**src/rtl/mips_regfile_sb.sv**
```systemverilog
// Two-write-port MIPS register file with a per-register busy scoreboard for long-latency results.
// Define REGFILE_BYPASS_EN to make same-cycle writes visible to the read ports and to issue.
module mips_regfile_sb #(
   parameter int unsigned WIDTH = 32,
   parameter int unsigned AW    = 5,
   parameter int unsigned NREAD = 2
) (
   input  logic                   clk,
   input  logic                   reset_n,
   input  logic [NREAD*AW-1:0]    rd_addr,
   output logic [NREAD*WIDTH-1:0] rd_data,
   output logic [NREAD-1:0]       rd_busy,
   input  logic                   we0,
   input  logic [AW-1:0]          wa0,
   input  logic [WIDTH-1:0]       wd0,
   input  logic                   we1,
   input  logic [AW-1:0]          wa1,
   input  logic [WIDTH-1:0]       wd1,
   input  logic                   iss_valid,
   input  logic [AW-1:0]          iss_addr,
   output logic                   iss_ready,
   output logic [AW:0]            pend_cnt
);

   localparam int unsigned NREG = 2**AW;

   logic [WIDTH-1:0] mem_q [NREG];
   logic [NREG-1:0]  busy_q, busy_d;
   logic [AW:0]      pend_q, pend_d;
   logic             set_en, inc, dec;
   logic             wr0_en, wr1_en;
   logic [AW-1:0]    ra;
   logic [WIDTH-1:0] rdat;
   logic             rbusy;

`ifdef REGFILE_BYPASS_EN
   assign iss_ready = (iss_addr == '0) | ~busy_q[iss_addr] | (we1 && (wa1 == iss_addr));
`else
   assign iss_ready = (iss_addr == '0) | ~busy_q[iss_addr];
`endif

   assign set_en = iss_valid && iss_ready && (iss_addr != '0);
   assign wr0_en = we0 && (wa0 != '0);
   assign wr1_en = we1 && (wa1 != '0) && !(we0 && (wa0 == wa1));

   // Count only real transitions so clears of idle registers and set-over-clear stay exact.
   assign inc = set_en && !busy_q[iss_addr];
   assign dec = we1 && busy_q[wa1] && !(set_en && (iss_addr == wa1));

   always_comb begin
      busy_d = busy_q;
      if (we1)    busy_d[wa1]      = 1'b0;
      if (set_en) busy_d[iss_addr] = 1'b1;
      busy_d[0] = 1'b0;
   end

   always_comb begin
      pend_d = pend_q;
      if (inc && !dec)      pend_d = pend_q + (AW+1)'(1);
      else if (dec && !inc) pend_d = pend_q - (AW+1)'(1);
   end

   always_ff @(posedge clk or negedge reset_n) begin
      if (!reset_n) begin
         for (int unsigned k = 0; k < NREG; k++) mem_q[k] <= '0;
         busy_q <= '0;
         pend_q <= '0;
      end else begin
         if (wr0_en) mem_q[wa0] <= wd0;
         if (wr1_en) mem_q[wa1] <= wd1;
         busy_q <= busy_d;
         pend_q <= pend_d;
      end
   end

   assign pend_cnt = pend_q;

   // Port 0 is applied last so it overrides port 1 on an address collision.
   always_comb begin
      rd_data = '0;
      rd_busy = '0;
      ra      = '0;
      rdat    = '0;
      rbusy   = 1'b0;
      for (int unsigned i = 0; i < NREAD; i++) begin
         ra    = rd_addr[i*AW +: AW];
         rdat  = mem_q[ra];
         rbusy = busy_q[ra];
`ifdef REGFILE_BYPASS_EN
         if (we1 && (wa1 == ra)) begin
            rdat  = wd1;
            rbusy = 1'b0;
         end
         if (we0 && (wa0 == ra)) rdat = wd0;
`endif
         if ((ra == '0) || !reset_n) begin
            rdat  = '0;
            rbusy = 1'b0;
         end
         rd_data[i*WIDTH +: WIDTH] = rdat;
         rd_busy[i]                = rbusy;
      end
   end

endmodule

```
**config.mk**
```make
export PLATFORM = sky130hd
export DESIGN_NAME = mips_regfile_sb
export DESIGN_NICKNAME = d
export VERILOG_FILES = /design/src/rtl/mips_regfile_sb.sv
export SDC_FILE = /design/constraint.sdc
export NUM_CORES = 2
export LEC_CHECK = 0
export CORE_MARGIN = 8
export CORE_UTILIZATION = 35
export CTS_CLUSTER_DIAMETER = 60
export DETAILED_ROUTE_END_ITERATION = 12
export PLACE_DENSITY = 0.47
export SKIP_CTS_REPAIR_TIMING = 1
export SYNTH_ARGS = -nofsm -noshare
export SYNTH_HDL_FRONTEND = slang
export SYNTH_SLANG_ARGS = --single-unit
export TNS_END_PERCENT = 10
```
**constraint.sdc**
```tcl
create_clock -name clk -period 3.7 [get_ports clk]
set_input_delay 0.74 -clock clk [delete_from_list [all_inputs] [get_ports clk]]
set_output_delay 0.74 -clock clk [all_outputs]
set_load 0.01 [all_outputs]
```
==> qor.txt <==
Routability Congestion = 0.860
Critical Setup Path Class = input port to primary output
Die X = 453 um
CP max stage delay = 0.59 ns
Crit Path Max Fanout = 28
CTS Buf Count = 148
main flop type after synthesis = dfrtp_1
initial antenna violation count = 7
CP bufs+invs = 4
largest net degree at the start of global routing = 153
HPWL after DPL = 179000 um
# IOs = 167
Placed Instances = 8550
Yosys top cell by area = dfrtp_1
vias in the first global route = 51800
cell family with the largest share of critical-path delay = buffers and inverters
Buffers on Ports = 166
Via density = 5.90
compound-cell area share of the yosys netlist = 10.9%
Setup TNS = -1.64 ns
share of the synthesized area in the top cell type = 39.7%
Worst Path Required = 2.96 ns
Max Cap Viol = 0
Final Hold Viols = 0
Max Freq = 256 MHz
# DRC = 0
Final min period = 3.91 ns
failing checks = negative setup slack
Arrival @ worst endpoint = 3.17 ns
worst slew pin tran = 1.03 ns
crit path max-delay cell type = or4b_4
Final Max Tran Viols = 0
Clk Latency, worst-skew pair = 0.78 ns
post-synthesis mux area share = 36.6%
gr ovfl total = 0
CTS tree = done
Synth Area in Simple Gates = 7.38%
most frequent cells in the layout = 1202 x mux2i_1, 1058 x dfrtp_1, 1000 x a21oi_1
Setup violations, final = 11
Max transition margin = 31.4%
WL per Instance = 31.3 um
fin worst setup slack = -0.208 ns
#FFs+latches synth = 1061
RSZ-0062 raised after global routing = yes
pre-CTS setup slack = -0.624 ns
Cell variety after synth = 61
first drt pass iteration count = 5
site row count = 160
Worst Setup End Kind = primary output
Total GRT Usage = 26.3%
area grow syn2layout = 21.0%
initial DRC count = 5048
final std cells w/o fill = 8837
skew final = 0.00721 ns
period utilisation layout = 106%
P_leak = 0.0366 uW
Final Core Density = 42.6%
syn_area_per_cell = 11.0 um^2
Synth Instances = 6057
Max VDD drop = 0.000407 V
die height = 453 um
CTS H-tree lvls = 4
Via Count = 52200
maximum clock path buffer count = 3
Post-Synth XOR/XNOR Area = 0.131%
Final ANT Viol Nets = 0
clk slew on worst S/H paths = 0.06 ns
status = finished with violations
Synth Area in Adders = 0.142%
synth warn = 0
first-pass GRT wire length = 395000 um
core area = 190000 um^2
fillcell total = 17800
crit start category = input port
Synth area leaders = dfrtp_1 40%, mux2i_1 18%, mux4_2 18%
mapped cell area = 66900 um^2
Total Routed Length = 277000 um
sequential cell area fraction in the yosys report = 39.7%
Initial Util = 35.2%
CP cell instances = clkdlybuf4s50_1 -> or4b_4 -> buf_12 -> o22a_1 -> o221ai_1 -> buf_12 -> clkdlybuf4s50_1
Power Dens Cells = 541 nW/um^2
Async S/R FF share, synth = 100%
Hold Path Class = input port to asynchronous set/reset pin
leading cell type in the layout, fill and taps excluded = mux2i_1
Synthesized Nets = 6158
number of synthesized flops with an enable pin = 0
CTS root buffer = clkbuf_16
CTS sink cnt = 1061
Nets = 6310
main combinational cell family by area after synthesis = multiplexers
die area = 205000 um^2
share of layout cells above drive strength 1 = 23.6%
## metal layers
metal	global-route usage (%)	share of wire, %	vias to the layer above
met1	34.5	41	26800
met4	9.78	4.4	0
li1	-	-	22800
met3	4.33	6.6	524
met2	44.0	48	2154
met5	0	0	-
## final cells by class
class                   count  area, um^2  area share, %
multi-input cells        4240       37500           46.3
flip-flops and latches   1061       26600           32.8
clock inverters            61         667          0.824
clock buffers             202        4210           5.20
well taps                2511        3140           3.88
inverters                   9        33.8         0.0417
diodes                      4        10.0         0.0124
repair buffers            749        8840           10.9
## stage by stage
stage / hold slack, ns / area, um^2 / power [uW]
2_1_floorplan: 0.441 / 66900 / 24800
6_report: 0.0482 / 81000 / 43800
3_3_place_gp: 0.376 / 75300 / 29000
3_5_place_dp: 0.383 / 75300 / 29300
4_1_cts: -0.0765 / 80200 / 44000
5_1_grt: 0.0527 / 81000 / 46000
## synthesized netlist by cell type, types with 4 or more instances
| cell | n |
|---|---|
| nor2_1 | 939 |
| nand3b_1 | 6 |
| xnor2_1 | 8 |
| buf_1 | 44 |
| a21oi_1 | 1000 |
| mux2i_1 | 1233 |
| nand4_1 | 7 |
| nor2b_1 | 7 |
| o21ai_0 | 24 |
| or3_1 | 6 |
| inv_1 | 8 |
| and3_1 | 4 |
| ha_1 | 6 |
| a22o_1 | 19 |
| a21boi_0 | 4 |
| o211ai_4 | 21 |
| buf_4 | 39 |
| nand2_1 | 109 |
| buf_6 | 5 |
| buf_2 | 358 |
| o22a_1 | 64 |
| o21bai_1 | 9 |
| nand3_1 | 17 |
| nor3_1 | 54 |
| o221ai_1 | 65 |
| mux2_2 | 4 |
| nor3b_1 | 8 |
| nand4b_1 | 5 |
| and2_1 | 12 |
| dfrtp_1 | 1061 |
| clkbuf_1 | 301 |
| mux4_2 | 537 |
| a31oi_1 | 30 |
## worst paths after layout
check                            start  slack (ns)  cells after the start     endpoint
setup reg to reg             busy_q[9]        0.30                     14  pend_cnt[5]
hold / removal                 reset_n        0.05                      2   busy_q[27]
setup / recovery            rd_addr[4]       -0.21                      7  rd_data[26]
hold reg to reg            mem_q[1015]        0.39                      0  mem_q[1015]
min in group clk           mem_q[1015]        0.39                      0  mem_q[1015]
max in group asynchronous      reset_n        1.56                      4   mem_q[777]
## kinds of logic (layout without fill, tap and decap cells)
| kind of cell | count (synthesis) | after routing |
|---|---|---|
| muxes | 1774 | 1774 |
| AOI/OAI and AO/OA | 1250 | 1250 |
| and+or+nand+nor | 1199 | 1199 |
| DFF | 1061 | 1061 |
| buffers and inverters | 756 | 1021 |
| xor gates and xnor gates | 10 | 10 |
| adders and majority gates | 7 | 7 |
| other | 0 | 4 |
## report_power, final
| group | leakage, uW | internal, uW | switching (uW) |
|---|---|---|---|
| Combinational | 0.0215 | 6800 | 5220 |
| Sequential | 0.0127 | 14800 | 2530 |
| Clock | 0.00239 | 8690 | 5800 |
| Total | 0.0366 | 30300 | 13600 |
## registers in the layout, indices dropped and copies added, names as in the netlist
register	count
busy_q	31
mem_q	1024
pend_cnt	6
## worst reg2reg max path, delay by kind of cell, from the launching register on
| kind | cells | cell delay (ns) |
|---|---|---|
| compound gates | 4 | 0.84 |
| fa+ha+maj | 2 | 0.59 |
| mux | 2 | 0.56 |
| flops | 1 | 0.45 |
| simple gates | 3 | 0.44 |
| buf+inv | 2 | 0.30 |
| xor+xnor | 1 | 0.14 |
Power figures use the tool's default switching activity.
